[src/rtl/uart_rx_ctrl_if.sv]
// Host/receive-core bundle for uart_rx_ctrl.
// err_cnt is present only when UART_RX_ERR_CNT_EN is defined.
interface uart_rx_ctrl_if;
    logic       cfg_wr;
    logic [5:0] cfg_prescale;
    logic       cfg_par_en;
    logic       cfg_par_typ;
    logic       rx_busy;
    logic       rx_valid;
    logic [7:0] rx_data;
    logic       rx_par_err;
    logic       rx_stp_err;
    logic       rx_enable;
    logic [5:0] prescale;
    logic       par_en;
    logic       par_typ;
    logic       cfg_pending;
    logic       host_rd;
    logic [7:0] host_data;
    logic [1:0] host_err;
    logic       host_empty;
    logic [2:0] fifo_cnt;
    logic       overrun;
    logic       ovr_clr;
`ifdef UART_RX_ERR_CNT_EN
    logic [7:0] err_cnt;
`endif

    modport slave (
        input  cfg_wr, cfg_prescale, cfg_par_en, cfg_par_typ,
        input  rx_busy, rx_valid, rx_data, rx_par_err, rx_stp_err,
        input  host_rd, ovr_clr,
        output rx_enable, prescale, par_en, par_typ, cfg_pending,
        output host_data, host_err, host_empty, fifo_cnt, overrun
`ifdef UART_RX_ERR_CNT_EN
        , output err_cnt
`endif
    );

    modport master (
        output cfg_wr, cfg_prescale, cfg_par_en, cfg_par_typ,
        output rx_busy, rx_valid, rx_data, rx_par_err, rx_stp_err,
        output host_rd, ovr_clr,
        input  rx_enable, prescale, par_en, par_typ, cfg_pending,
        input  host_data, host_err, host_empty, fifo_cnt, overrun
`ifdef UART_RX_ERR_CNT_EN
        , input err_cnt
`endif
    );
endinterface

[src/rtl/uart_rx_ctrl.sv]
// UART receive controller: safe shadow-configuration hand-over plus 4-entry FWFT frame FIFO.
// Optional feature macro: UART_RX_ERR_CNT_EN adds a saturating error-frame counter (err_cnt).
module uart_rx_ctrl (
    input logic          clk,
    input logic          RST,
    uart_rx_ctrl_if.slave bus
);
    typedef enum logic [1:0] {
        OFF   = 2'd0,
        RUN   = 2'd1,
        DRAIN = 2'd2,
        APPLY = 2'd3
    } state_e;

    state_e     state_q, state_d;
    logic [5:0] shd_pre_q, shd_pre_d;
    logic       shd_pen_q, shd_pen_d;
    logic       shd_pty_q, shd_pty_d;
    logic [5:0] pre_q, pre_d;
    logic       pen_q, pen_d;
    logic       pty_q, pty_d;
    logic       pend_q, pend_d;
    logic       rx_en_q, rx_en_d;
    logic       cfg_ok_s;

    logic [9:0] mem_q [4];
    logic [1:0] wptr_q, rptr_q;
    logic [2:0] cnt_q, cnt_d;
    logic       ovr_q;
    logic       push_s, pop_s, full_s, wr_s, ovr_set_s;

    assign cfg_ok_s = bus.cfg_wr && ((bus.cfg_prescale == 6'd8) ||
                      (bus.cfg_prescale == 6'd16) || (bus.cfg_prescale == 6'd32));

    // Next-state, shadow capture and active-configuration hand-over.
    always_comb begin
        state_d   = state_q;
        shd_pre_d = shd_pre_q;
        shd_pen_d = shd_pen_q;
        shd_pty_d = shd_pty_q;
        pre_d     = pre_q;
        pen_d     = pen_q;
        pty_d     = pty_q;
        pend_d    = pend_q;
        if (cfg_ok_s) begin
            shd_pre_d = bus.cfg_prescale;
            shd_pen_d = bus.cfg_par_en;
            shd_pty_d = bus.cfg_par_typ;
        end else begin
            shd_pre_d = shd_pre_q;
        end
        case (state_q)
            OFF: begin
                if (pend_q && !bus.rx_busy) state_d = APPLY;
                else                        state_d = OFF;
            end
            RUN: begin
                if (pend_q) state_d = bus.rx_busy ? DRAIN : APPLY;
                else        state_d = RUN;
            end
            DRAIN: begin
                if (bus.rx_busy) state_d = DRAIN;
                else             state_d = APPLY;
            end
            APPLY: begin
                // A frame that started on the RUN->APPLY edge must not see settings change under it.
                if (bus.rx_busy || cfg_ok_s) state_d = DRAIN;
                else                         state_d = RUN;
                if (!bus.rx_busy) begin
                    pre_d  = shd_pre_q;
                    pen_d  = shd_pen_q;
                    pty_d  = shd_pty_q;
                    pend_d = 1'b0;
                end else begin
                    pend_d = pend_q;
                end
            end
            default: state_d = OFF;
        endcase
        if (cfg_ok_s) pend_d = 1'b1;
        else          pend_d = pend_d;
        rx_en_d = (state_d == RUN) || (state_d == DRAIN);
    end

    // Controller state, shadow and active configuration registers.
    always_ff @(posedge clk or negedge RST) begin
        if (!RST) begin
            state_q   <= OFF;
            shd_pre_q <= 6'd8;
            shd_pen_q <= 1'b0;
            shd_pty_q <= 1'b0;
            pre_q     <= 6'd8;
            pen_q     <= 1'b0;
            pty_q     <= 1'b0;
            pend_q    <= 1'b0;
            rx_en_q   <= 1'b0;
        end else begin
            state_q   <= state_d;
            shd_pre_q <= shd_pre_d;
            shd_pen_q <= shd_pen_d;
            shd_pty_q <= shd_pty_d;
            pre_q     <= pre_d;
            pen_q     <= pen_d;
            pty_q     <= pty_d;
            pend_q    <= pend_d;
            rx_en_q   <= rx_en_d;
        end
    end

    assign push_s    = bus.rx_valid && rx_en_q;
    assign pop_s     = bus.host_rd && (cnt_q != 3'd0);
    assign full_s    = (cnt_q == 3'd4);
    assign wr_s      = push_s && (!full_s || pop_s);
    assign ovr_set_s = push_s && full_s && !pop_s;

    // Occupancy update; a write and a pop in the same cycle cancel out.
    always_comb begin
        cnt_d = cnt_q;
        case ({wr_s, pop_s})
            2'b10:   cnt_d = cnt_q + 3'd1;
            2'b01:   cnt_d = cnt_q - 3'd1;
            default: cnt_d = cnt_q;
        endcase
    end

    // FIFO storage; contents are don't-care until written, head is masked when empty.
    always_ff @(posedge clk) begin
        if (wr_s) mem_q[wptr_q] <= {bus.rx_stp_err, bus.rx_par_err, bus.rx_data};
    end

    // FIFO pointers, occupancy and sticky overrun.
    always_ff @(posedge clk or negedge RST) begin
        if (!RST) begin
            wptr_q <= 2'd0;
            rptr_q <= 2'd0;
            cnt_q  <= 3'd0;
            ovr_q  <= 1'b0;
        end else begin
            if (wr_s)  wptr_q <= wptr_q + 2'd1;
            if (pop_s) rptr_q <= rptr_q + 2'd1;
            cnt_q <= cnt_d;
            if (ovr_set_s)        ovr_q <= 1'b1;
            else if (bus.ovr_clr) ovr_q <= 1'b0;
        end
    end

`ifdef UART_RX_ERR_CNT_EN
    logic [7:0] err_cnt_q;

    // Saturating count of accepted frames carrying a parity or stop error.
    always_ff @(posedge clk or negedge RST) begin
        if (!RST) begin
            err_cnt_q <= 8'd0;
        end else if (bus.ovr_clr) begin
            err_cnt_q <= 8'd0;
        end else if (push_s && (bus.rx_par_err || bus.rx_stp_err) && (err_cnt_q != 8'hFF)) begin
            err_cnt_q <= err_cnt_q + 8'd1;
        end
    end

    assign bus.err_cnt = err_cnt_q;
`endif

    assign bus.rx_enable   = rx_en_q;
    assign bus.prescale    = pre_q;
    assign bus.par_en      = pen_q;
    assign bus.par_typ     = pty_q;
    assign bus.cfg_pending = pend_q;
    assign bus.host_empty  = (cnt_q == 3'd0);
    assign bus.fifo_cnt    = cnt_q;
    assign bus.overrun     = ovr_q;
    assign bus.host_data   = (cnt_q == 3'd0) ? 8'd0 : mem_q[rptr_q][7:0];
    assign bus.host_err    = (cnt_q == 3'd0) ? 2'd0 : mem_q[rptr_q][9:8];
endmodule

[src/flat_wrapper.sv]
// flat-port wrapper written by rule: the top's interface ports become plain ports
module uart_rx_ctrl_flat 
  (clk, RST, bus_cfg_wr, bus_cfg_prescale, bus_cfg_par_en, bus_cfg_par_typ, bus_rx_busy, bus_rx_valid, bus_rx_data, bus_rx_par_err, bus_rx_stp_err, bus_host_rd, bus_ovr_clr, bus_rx_enable, bus_prescale, bus_par_en, bus_par_typ, bus_cfg_pending, bus_host_data, bus_host_err, bus_host_empty, bus_fifo_cnt, bus_overrun);
  uart_rx_ctrl_if bus_i ();
  input logic clk;
  input logic RST;
  input wire logic [$bits(bus_i.cfg_wr)-1:0] bus_cfg_wr;
  input wire logic [$bits(bus_i.cfg_prescale)-1:0] bus_cfg_prescale;
  input wire logic [$bits(bus_i.cfg_par_en)-1:0] bus_cfg_par_en;
  input wire logic [$bits(bus_i.cfg_par_typ)-1:0] bus_cfg_par_typ;
  input wire logic [$bits(bus_i.rx_busy)-1:0] bus_rx_busy;
  input wire logic [$bits(bus_i.rx_valid)-1:0] bus_rx_valid;
  input wire logic [$bits(bus_i.rx_data)-1:0] bus_rx_data;
  input wire logic [$bits(bus_i.rx_par_err)-1:0] bus_rx_par_err;
  input wire logic [$bits(bus_i.rx_stp_err)-1:0] bus_rx_stp_err;
  input wire logic [$bits(bus_i.host_rd)-1:0] bus_host_rd;
  input wire logic [$bits(bus_i.ovr_clr)-1:0] bus_ovr_clr;
  output wire logic [$bits(bus_i.rx_enable)-1:0] bus_rx_enable;
  output wire logic [$bits(bus_i.prescale)-1:0] bus_prescale;
  output wire logic [$bits(bus_i.par_en)-1:0] bus_par_en;
  output wire logic [$bits(bus_i.par_typ)-1:0] bus_par_typ;
  output wire logic [$bits(bus_i.cfg_pending)-1:0] bus_cfg_pending;
  output wire logic [$bits(bus_i.host_data)-1:0] bus_host_data;
  output wire logic [$bits(bus_i.host_err)-1:0] bus_host_err;
  output wire logic [$bits(bus_i.host_empty)-1:0] bus_host_empty;
  output wire logic [$bits(bus_i.fifo_cnt)-1:0] bus_fifo_cnt;
  output wire logic [$bits(bus_i.overrun)-1:0] bus_overrun;
  assign bus_i.cfg_wr = bus_cfg_wr;
  assign bus_i.cfg_prescale = bus_cfg_prescale;
  assign bus_i.cfg_par_en = bus_cfg_par_en;
  assign bus_i.cfg_par_typ = bus_cfg_par_typ;
  assign bus_i.rx_busy = bus_rx_busy;
  assign bus_i.rx_valid = bus_rx_valid;
  assign bus_i.rx_data = bus_rx_data;
  assign bus_i.rx_par_err = bus_rx_par_err;
  assign bus_i.rx_stp_err = bus_rx_stp_err;
  assign bus_i.host_rd = bus_host_rd;
  assign bus_i.ovr_clr = bus_ovr_clr;
  assign bus_rx_enable = bus_i.rx_enable;
  assign bus_prescale = bus_i.prescale;
  assign bus_par_en = bus_i.par_en;
  assign bus_par_typ = bus_i.par_typ;
  assign bus_cfg_pending = bus_i.cfg_pending;
  assign bus_host_data = bus_i.host_data;
  assign bus_host_err = bus_i.host_err;
  assign bus_host_empty = bus_i.host_empty;
  assign bus_fifo_cnt = bus_i.fifo_cnt;
  assign bus_overrun = bus_i.overrun;
  uart_rx_ctrl u_core (.clk(clk), .RST(RST), .bus(bus_i));
endmodule
[config.mk]
export PLATFORM = sky130hd
export DESIGN_NAME = uart_rx_ctrl_flat
export DESIGN_NICKNAME = d
export VERILOG_FILES = /design/src/rtl/uart_rx_ctrl_if.sv /design/src/rtl/uart_rx_ctrl.sv /design/src/flat_wrapper.sv
export SDC_FILE = /design/constraint.sdc
export NUM_CORES = 1
export LEC_CHECK = 0
export ABC_AREA = 1
export CAP_MARGIN = 40
export CORE_MARGIN = 1.5
export CORE_UTILIZATION = 52
export CTS_CLUSTER_SIZE = 28
export DETAILED_ROUTE_END_ITERATION = 10
export GPL_TIMING_DRIVEN = 1
export PLACE_DENSITY = 0.86
export SLEW_MARGIN = 20
export SYNTH_ARGS = -nofsm -noshare
export SYNTH_HDL_FRONTEND = slang
export SYNTH_SLANG_ARGS = --single-unit
[constraint.sdc]
create_clock -name clk -period 2.6 [get_ports clk]
set_input_delay 0.52 -clock clk [delete_from_list [all_inputs] [get_ports clk]]
set_output_delay 0.52 -clock clk [all_outputs]
set_load 0.02 [all_outputs]
==> results of run 1 <==
[layout by cell type (no fill, tap or decap), types with 4 or more instances in the layout]
cell	instances
sky130_fd_sc_hd__inv_1	24
sky130_fd_sc_hd__edfxtp_1	40
sky130_fd_sc_hd__o21ai_2	4
sky130_fd_sc_hd__a21oi_1	12
sky130_fd_sc_hd__nor2_1	55
sky130_fd_sc_hd__clkbuf_1	4
sky130_fd_sc_hd__buf_4	10
sky130_fd_sc_hd__nand2_1	34
sky130_fd_sc_hd__clkdlybuf4s50_1	45
sky130_fd_sc_hd__dfrtp_1	25
sky130_fd_sc_hd__clkbuf_8	10
sky130_fd_sc_hd__o21ai_0	28
sky130_fd_sc_hd__ha_1	5
sky130_fd_sc_hd__nand3_1	6
[final cells by class]
class	instances	area, um^2
inverter	27	105
fill	378	1530
clock inverter	2	35.0
multi-input combinational	162	820
timing repair buffer	59	572
tap	70	87.6
clock buffer	14	153
sequential	68	1910
[sequential cells by signal (all words and copies together), names as in the netlist]
| name | cells |
|---|---|
| u_core.bus.cfg_pending | 1 |
| u_core.mem_q | 40 |
| u_core.bus.par_en | 1 |
| u_core.wptr_q | 2 |
| u_core.state_q | 2 |
| u_core.bus.overrun | 1 |
| u_core.rptr_q | 2 |
| u_core.bus.rx_enable | 1 |
| u_core.shd_pty_q | 1 |
| u_core.bus.par_typ | 1 |
| u_core.shd_pen_q | 1 |
| u_core.bus.fifo_cnt | 3 |
| u_core.bus.prescale | 6 |
| u_core.shd_pre_q | 6 |
[cell families after synthesis]
| family | count (synthesis) | share of synthesized area, % |
|---|---|---|
| adder cells (fa/ha/maj) | 6 | 2.87 |
| AO/OA/AOI/OAI | 48 | 9.13 |
| buffers and inverters | 36 | 5.35 |
| XOR/XNOR | 5 | 1.78 |
| AND/OR/NAND/NOR | 103 | 14.7 |
| flip-flops | 68 | 66.2 |
[power by group through the flow]
| stage | logic (W) | registers [W] | clock network, W |
|---|---|---|---|
| after global placement | 0.00179 | 0.00155 | 0 |
| after global routing | 0.00203 | 0.00157 | 0.000883 |
| after CTS | 0.00187 | 0.00154 | 0.000835 |
| after detailed placement | 0.00187 | 0.00155 | 0 |
| final | 0.00186 | 0.00154 | 0.000824 |
| after floorplan | 0.00101 | 0.00165 | 0 |
[metal layers]
metal  vias up  routed length, um  part of all wire (%)  GRT usage, %
met3         8                276                   5.1          3.76
met1       951               2410                    45          25.8
met5         -                  0                     0             0
li1        997                  -                     -             -
met2        54               2650                    49          31.5
met4         0                 74                   1.4          9.27
[repair_timing]
item | CTS | global route
setup endpoints to repair | 10 | 3
gates resized for setup | 3 | 5
pin swaps | 0 | 0
[synth_stat cells, drive strengths merged]
cell type  instances
a21oi             13
buf                5
clkbuf             4
dfrtp             26
dfstp              2
edfxtp            40
fa                 1
ha                 5
inv               27
nand2             37
nand3              6
nand4              1
nor2              57
nor3               1
o2111ai            1
o21ai             34
or2                1
xnor2              1
xor2               4
[worst min path at each step]
stage                                            start                            endpoint  slack, ps  cells past startpoint
floorplan                                          RST  u_core.bus.cfg_pending$_DFFE_PN0P_        220                      0
global placement    u_core.bus.prescale[3]$_DFFE_PN1P_  u_core.bus.prescale[3]$_DFFE_PN1P_        450                      2
detailed placement  u_core.bus.prescale[3]$_DFFE_PN1P_  u_core.bus.prescale[3]$_DFFE_PN1P_        460                      2
CTS                 u_core.bus.prescale[3]$_DFFE_PN1P_  u_core.bus.prescale[3]$_DFFE_PN1P_        470                      2
global route        u_core.bus.prescale[3]$_DFFE_PN1P_  u_core.bus.prescale[3]$_DFFE_PN1P_        480                      2
finish              u_core.bus.prescale[3]$_DFFE_PN1P_  u_core.bus.prescale[3]$_DFFE_PN1P_        460                      2
[through the flow]
step | setup TNS (ps) | worst slack (ps)
final | 0 | 99.1
after global routing | -0.129 | -0.129
after CTS | 0 | 34.6
after detailed placement | 0 | 141
after global placement | 0 | 225
after floorplan | 0 | 548
[worst reg2reg max path, cell delays in order (launching register included)]
cell and delay, ps:
sky130_fd_sc_hd__dfrtp_1 390, sky130_fd_sc_hd__inv_2 70, sky130_fd_sc_hd__nand2_2 80, sky130_fd_sc_hd__nor2_1 40, sky130_fd_sc_hd__buf_4 180, sky130_fd_sc_hd__nor2_1 200, sky130_fd_sc_hd__ha_1 180, sky130_fd_sc_hd__inv_1 60
sky130_fd_sc_hd__fa_1 380, sky130_fd_sc_hd__a21oi_1 150, sky130_fd_sc_hd__o21ai_0 120, sky130_fd_sc_hd__xor2_1 160
==> summary.md, run 1 <==
| Metric | Value |
|---|---|
| Cell area after synthesis | `2880 um^2` |
| Worst min-delay path category | `reg -> reg` |
| Detailed Place HPWL | `3.69 mm` |
| Leading post-synthesis cells by cell area | `sky130_fd_sc_hd__edfxtp_1, sky130_fd_sc_hd__dfrtp_1, sky130_fd_sc_hd__nor2_1, sky130_fd_sc_hd__o21ai_0, sky130_fd_sc_hd__nand2_1` |
| Overall Power | `around 0.0042 W` |
| Startpoint of the worst setup timing path | `u_core.rptr_q[0]$_DFFE_PN0P_` |
| Endpoint of the worst setup timing path | `bus_host_data[5]` |
| Relative max-transition margin | `71.0%` |
| Internal power contribution | `0.00266 W` |
| Nets@finish | `around 360` |
| Layout Cells excl Fill | `~400` |
| Via count of the first global-routing pass | `roughly 2000` |
| Reg2reg setup slack | `460 ps` |
| Critical Path Stages | `6` |
| Leading area contributor after synthesis | `sky130_fd_sc_hd__edfxtp_1` |
| Clock tree from TritonCTS | `built` |
| Synthesized net count | `297` |
| Slowest-stage cell, CP | `sky130_fd_sc_hd__clkdlybuf4s50_1` |
| Total via count in the routed design | `2010` |
| Setup repair after global routing missed its margin | `true` |
| Final Wtd Congestion | `0.739` |
| Type of the setup path with the least slack | `reg -> out` |
| Final ANT Viol Nets | `0` |
| Maximum clock frequency | `0.400 GHz` |
| Global-route wire length before repair | `8.98 mm` |
| Area share of the largest cell type after synthesis | `41.7%` |
| Hold Vio Cnt, Final | `0` |
| Maximum clock path buffer count | `2` |
| Largest fanout of any net on the critical path | `9` |
| Clock network fraction of design power | `19.5%` |
| Pin slew with the least headroom to its limit | `434 ps` |
| Syn Area/Cell | `10.8 um^2` |
| Area of all placed cells without fillers | `3680 um^2` |
| Most common cell type on the critical path | `sky130_fd_sc_hd__nor2_1` |
| Data required time of the worst path | `2080 ps` |
| Postcts setup bufs | `0` |
| Buffer type at the clock tree root | `sky130_fd_sc_hd__clkbuf_8` |
| Routed len/inst | `around 13 um` |
| Delay of the slowest cell on the worst path | `610 ps` |
| Number of pins with negative max-slew slack in the final report | `0` |
| Global-route usage over all layers | `19.6%` |
| Count of warnings emitted by yosys | `0` |
| Min cycle time layout | `2500 ps` |
| Count of cell types in the netlist | `27` |
| Peak supply drop | `634 uV` |
| Combinational share of power | `approximately 44%` |
| Max cap viols | `0` |
| Die Height | `77.4 um` |
| Worst Setup End Kind | `primary output` |
| CTS H-Tree Depth | `3` |
| WL final | `5.41 mm` |
| Final setup violation count | `0` |
| Power per cell area | `1150 nW/um^2` |
| Post-Route Skew | `3.79 ps` |
| Number of antenna violations at the first check in global routing | `0` |
| Setup crit start kind | `register` |
| Die footprint | `approximately 6000 um^2` |
| Net Switching | `0.00156 W` |
| Core utilization of the finished layout | `70.6%` |
| Initial drt markers | `roughly 130` |
| Clock buffer count from CTS | `9` |
| Drc violations | `0` |
| Total clock sinks | `between 60 and 70` |
| Die width | `77.4 um` |
| Cell-by-cell trace of the critical path | `buf_4, nor2_1, nor2_1, o21ai_0, a21oi_1, clkdlybuf4s50_1` |
| LEAKAGE | `1.53 nW` |
| Number of placement rows | `26` |
| Antenna cell count | `0` |
| Largest net degree at the start of global routing | `29` |
| Clock transition at the registers of the reported paths | `~60 ps` |
| Worst r2r path cells | `11` |
| Status | `finished, final reports clean` |
| Switching power share of the total | `37.0%` |
| Crit share post-route | `between 90 and 100%` |
| Number of flip-flops and latches in the synthesized netlist | `68` |
| Ratio of cells with drive above 1 in the final layout | `12.0%` |
| Sequential cell area fraction in the yosys report | `66.2%` |
| Fraction of power consumed by sequential logic | `36.5%` |
| Core area | `5200 um^2` |
| Average vias per placed instance | `5.00` |
| Source-to-sink clock delay at the later pin of the worst-skew pair | `330 ps` |
| Gate count of the mapped netlist | `266` |
| Ports | `50` |
| Reg2reg end | `u_core.bus.fifo_cnt[2]$_DFFE_PN0P_` |
| Buffering stage count on the worst path with inverters included | `2` |
| Detailed-router iteration count before antenna repair | `4` |
| Data arrival time of the worst path | `1980 ps` |
| Effective utilization at floorplan | `between 50% and 60%` |
| Cell family with the largest share of critical-path delay | `buffers and inverters` |
| Number of port buffers | `49` |
| Total of hold buffers inserted after clock tree synthesis | `0` |
| Post-place instance area | `between 3000 and 4000 um^2` |
| Remaining global-route overflow | `0` |
| Hold Slack | `463 ps` |
| Reg2reg start | `u_core.bus.fifo_cnt[0]$_DFFE_PN0P_` |
| Placed cell count | `386` |
| Layout area overhead | `27.8%` |
Power figures use the tool's default switching activity.
==> inputs of run 2 (changes only) <==
--- a/config.mk
+++ b/config.mk
@@ -8,11 +8,12 @@
 export ABC_AREA = 1
 export CAP_MARGIN = 40
 export CORE_MARGIN = 1.5
-export CORE_UTILIZATION = 52
+export CORE_UTILIZATION = 55
 export CTS_CLUSTER_SIZE = 28
 export DETAILED_ROUTE_END_ITERATION = 10
 export GPL_TIMING_DRIVEN = 1
-export PLACE_DENSITY = 0.86
+export PLACE_DENSITY = 0.9
+export SKIP_LAST_GASP = 1
 export SLEW_MARGIN = 20
 export SYNTH_ARGS = -nofsm -noshare
 export SYNTH_HDL_FRONTEND = slang
==> constraint.sdc (replaced) <==
create_clock -name clk -period 3 [get_ports clk]
set_input_delay 0.6 -clock clk [delete_from_list [all_inputs] [get_ports clk]]
set_output_delay 0.6 -clock clk [all_outputs]
set_load 0.02 [all_outputs]
==> run 2 against run 1 <==
Total power fell by 13%. Global-route usage rose by 2.4 points. Sequential power fell by 12%. Largest cell class unchanged. Highest routed layer unchanged.
==> summary.md, run 2 (synthesis gave the netlist of run 1 again) <==
| Metric | Value |
|---|---|
| Status | `finished, final reports clean` |
| Buffer type at the clock tree root | `sky130_fd_sc_hd__clkbuf_8` |
| Total clock sinks | `68 (unchanged)` |
| Number of port buffers | `49 (unchanged)` |
| Via count of the first global-routing pass | `1999 (+1.8%)` |
| Reg2reg setup slack | `800 ps (+340 ps)` |
| Die footprint | `5680 um^2 (-5.2%)` |
| Effective utilization at floorplan | `56.7% (+1.4 points)` |
| Net Switching | `0.00137 W (-13%)` |
| Detailed-router iteration count before antenna repair | `5 (+1)` |
| Combinational share of power | `43.8% (-0.2 points)` |
| Setup repair after global routing missed its margin | `false` |
| Detailed Place HPWL | `3.87 mm (+4.7%)` |
| Overall Power | `0.00367 W (-13%)` |
| Average vias per placed instance | `5.12 (+2.3%)` |
| Delay of the slowest cell on the worst path | `550 ps (-60 ps)` |
| Ports | `50 (unchanged)` |
| Top library cells by usage in the layout, fill and taps aside | `sky130_fd_sc_hd__nor2_1, sky130_fd_sc_hd__clkdlybuf4s50_1, sky130_fd_sc_hd__edfxtp_1` |
| Type of the setup path with the least slack | `reg -> out` |
| Flip-flop count of the largest register, all copies and words added | `40 (unchanged)` |
| Global-route wire length before repair | `8.98 mm (unchanged)` |
| Pin slew with the least headroom to its limit | `507 ps (+72.8 ps)` |
| WL final | `5.70 mm (+5.4%)` |
| Clock tree from TritonCTS | `built` |
| Total of hold buffers inserted after clock tree synthesis | `0 (unchanged)` |
| Hold Vio Cnt, Final | `0 (unchanged)` |
| Clock buffer count from CTS | `9 (unchanged)` |
| Top register by number of flip-flops | `u_core.mem_q` |
| Max cap viols | `0 (unchanged)` |
| Most common cell after layout, fill and taps aside | `sky130_fd_sc_hd__nor2_1` |
| Initial drt markers | `268 (+100%)` |
| Global-route usage over all layers | `21.9% (+2.4 points)` |
| Maximum clock frequency | `0.366 GHz` |
| Postcts setup bufs | `0 (unchanged)` |
| Number of pins with negative max-slew slack in the final report | `0 (unchanged)` |
| Crit share post-route | `a little over 90%` |
| Source-to-sink clock delay at the later pin of the worst-skew pair | `320 ps (about the same)` |
| Ratio of cells with drive above 1 in the final layout | `11.5% (-0.53 points)` |
| Worst r2r path cells | `10 (-1)` |
| Switching power share of the total | `37.3% (+0.27 points)` |
| Relative max-transition margin | `66.2% (-4.9 points)` |
| Worst Setup End Kind | `primary output` |
| CTS H-Tree Depth | `3 (unchanged)` |
| Cell-by-cell trace of the critical path | `inv_1, nand2_2, nor2_1, buf_4, a21oi_1, clkdlybuf4s50_1` |
| Min cycle time layout | `2730 ps` |
| Endpoint of the worst setup timing path | `bus_host_data[5]` |
| Maximum clock path buffer count | `2 (unchanged)` |
| Reg2reg start | `u_core.bus.fifo_cnt[0]$_DFFE_PN0P_` |
| Worst min-delay path category | `reg -> reg` |
| Fraction of power consumed by sequential logic | `36.7% (+0.2 points)` |
| Final setup violation count | `0 (unchanged)` |
| Clock network fraction of design power | `19.5% (about the same)` |
| Clock transition at the registers of the reported paths | `70 ps (about the same)` |
| Core area | `5070 um^2 (-2.5%)` |
| Total via count in the routed design | `2046 (+1.8%)` |
| Die Height | `75.3 um (-2.7%)` |
| Setup crit start kind | `register` |
| Number of placement rows | `26 (unchanged)` |
| Final Wtd Congestion | `0.796 (+7.7%)` |
| Post-place instance area | `3460 um^2 (-0.43%)` |
| Data arrival time of the worst path | `2130 ps (+150 ps)` |
| Drc violations | `0 (unchanged)` |
| Startpoint of the worst setup timing path | `u_core.bus.fifo_cnt[1]$_DFFE_PN0P_` |
| Total negative slack for setup checks | `0 ps (unchanged)` |
| Reg2reg end | `u_core.bus.fifo_cnt[2]$_DFFE_PN0P_` |
| Post-Route Skew | `9.72 ps (+5.93 ps)` |
| Largest net degree at the start of global routing | `29 (unchanged)` |
| Data required time of the worst path | `2400 ps (+320 ps)` |
| LEAKAGE | `1.50 nW (-2.4%)` |
| Area of all placed cells without fillers | `3650 um^2 (-0.65%)` |
| Nets@finish | `356 (-0.56%)` |
| Largest fanout of any net on the critical path | `8 (-1)` |
| Routed len/inst | `14.3 um (+5.9%)` |
| Internal power contribution | `0.00230 W (-14%)` |
| Slowest-stage cell, CP | `sky130_fd_sc_hd__clkdlybuf4s50_1` |
| Final ANT Viol Nets | `0 (unchanged)` |
| Antenna cell count | `0 (unchanged)` |
| Power per cell area | `1000 nW/um^2 (-13%)` |
| Layout area overhead | `27.0%` |
| Number of antenna violations at the first check in global routing | `0 (unchanged)` |
| Remaining global-route overflow | `0 (unchanged)` |
| Peak supply drop | `476 uV (-25%)` |
| Die width | `75.3 um (-2.7%)` |
## run 2: cell type report
type,count,area [um^2]
clock buffer,13,149
clock inverter,3,40.0
fill,375,1420
inverter,27,101
multi-input combinational,162,820
sequential,68,1910
tap,70,87.6
timing repair buffer,57,551
## run 2: repair_timing
item,4_1_cts,5_1_grt
endpoints found under the hold margin,0,0
resized for setup,0,1
setup endpoints to repair,0,1
## run 2: per-layer routing
metal	vias up	part of all wire, %	track usage [%]
li1	992	-	-
met1	954	40	26.8
met2	89	52	37.2
met3	11	6.9	4.37
met4	0	0.95	11.3
met5	-	0	0
## run 2: critical path, delay by kind of cell, from the launching register on
kind | cells | cell delay (ps)
flip-flops | 1 | 390
AO/OA/AOI/OAI | 1 | 70
buffers and inverters | 3 | 920
AND/OR/NAND/NOR | 2 | 430
## run 2: power by group through the flow
| stage | Combinational (W) | Sequential, W | Clock [W] |
|---|---|---|---|
| floorplan | 0.000877 | 0.00143 | 0 |
| global placement | 0.00152 | 0.00135 | 0 |
| detailed placement | 0.00160 | 0.00136 | 0 |
| CTS | 0.00161 | 0.00134 | 0.000731 |
| global route | 0.00177 | 0.00137 | 0.000757 |
| finish | 0.00161 | 0.00135 | 0.000716 |
## run 2: through the flow
stage	cells	utilization, %	setup WS (ps)	hold slack, ps
finish	400	72.0	268	465
CTS	400	72.0	139	468
global route	400	72.0	117	506
global placement	384	68.2	520	454
floorplan	266	-	944	304
detailed placement	384	68.2	365	457
## run 2: worst min-delay path by stage
stage | from | to | slack [ps] | cells past startpoint
2_1_floorplan | RST | u_core.bus.cfg_pending$_DFFE_PN0P_ | 300 | 0
3_3_place_gp | u_core.bus.prescale[3]$_DFFE_PN1P_ | u_core.bus.prescale[3]$_DFFE_PN1P_ | 450 | 2
3_5_place_dp | u_core.bus.prescale[3]$_DFFE_PN1P_ | u_core.bus.prescale[3]$_DFFE_PN1P_ | 460 | 2
4_1_cts | u_core.bus.prescale[3]$_DFFE_PN1P_ | u_core.bus.prescale[3]$_DFFE_PN1P_ | 470 | 2
5_1_grt | u_core.bus.par_typ$_DFFE_PN0P_ | u_core.bus.par_typ$_DFFE_PN0P_ | 510 | 2
6_report | u_core.bus.prescale[3]$_DFFE_PN1P_ | u_core.bus.prescale[3]$_DFFE_PN1P_ | 470 | 2
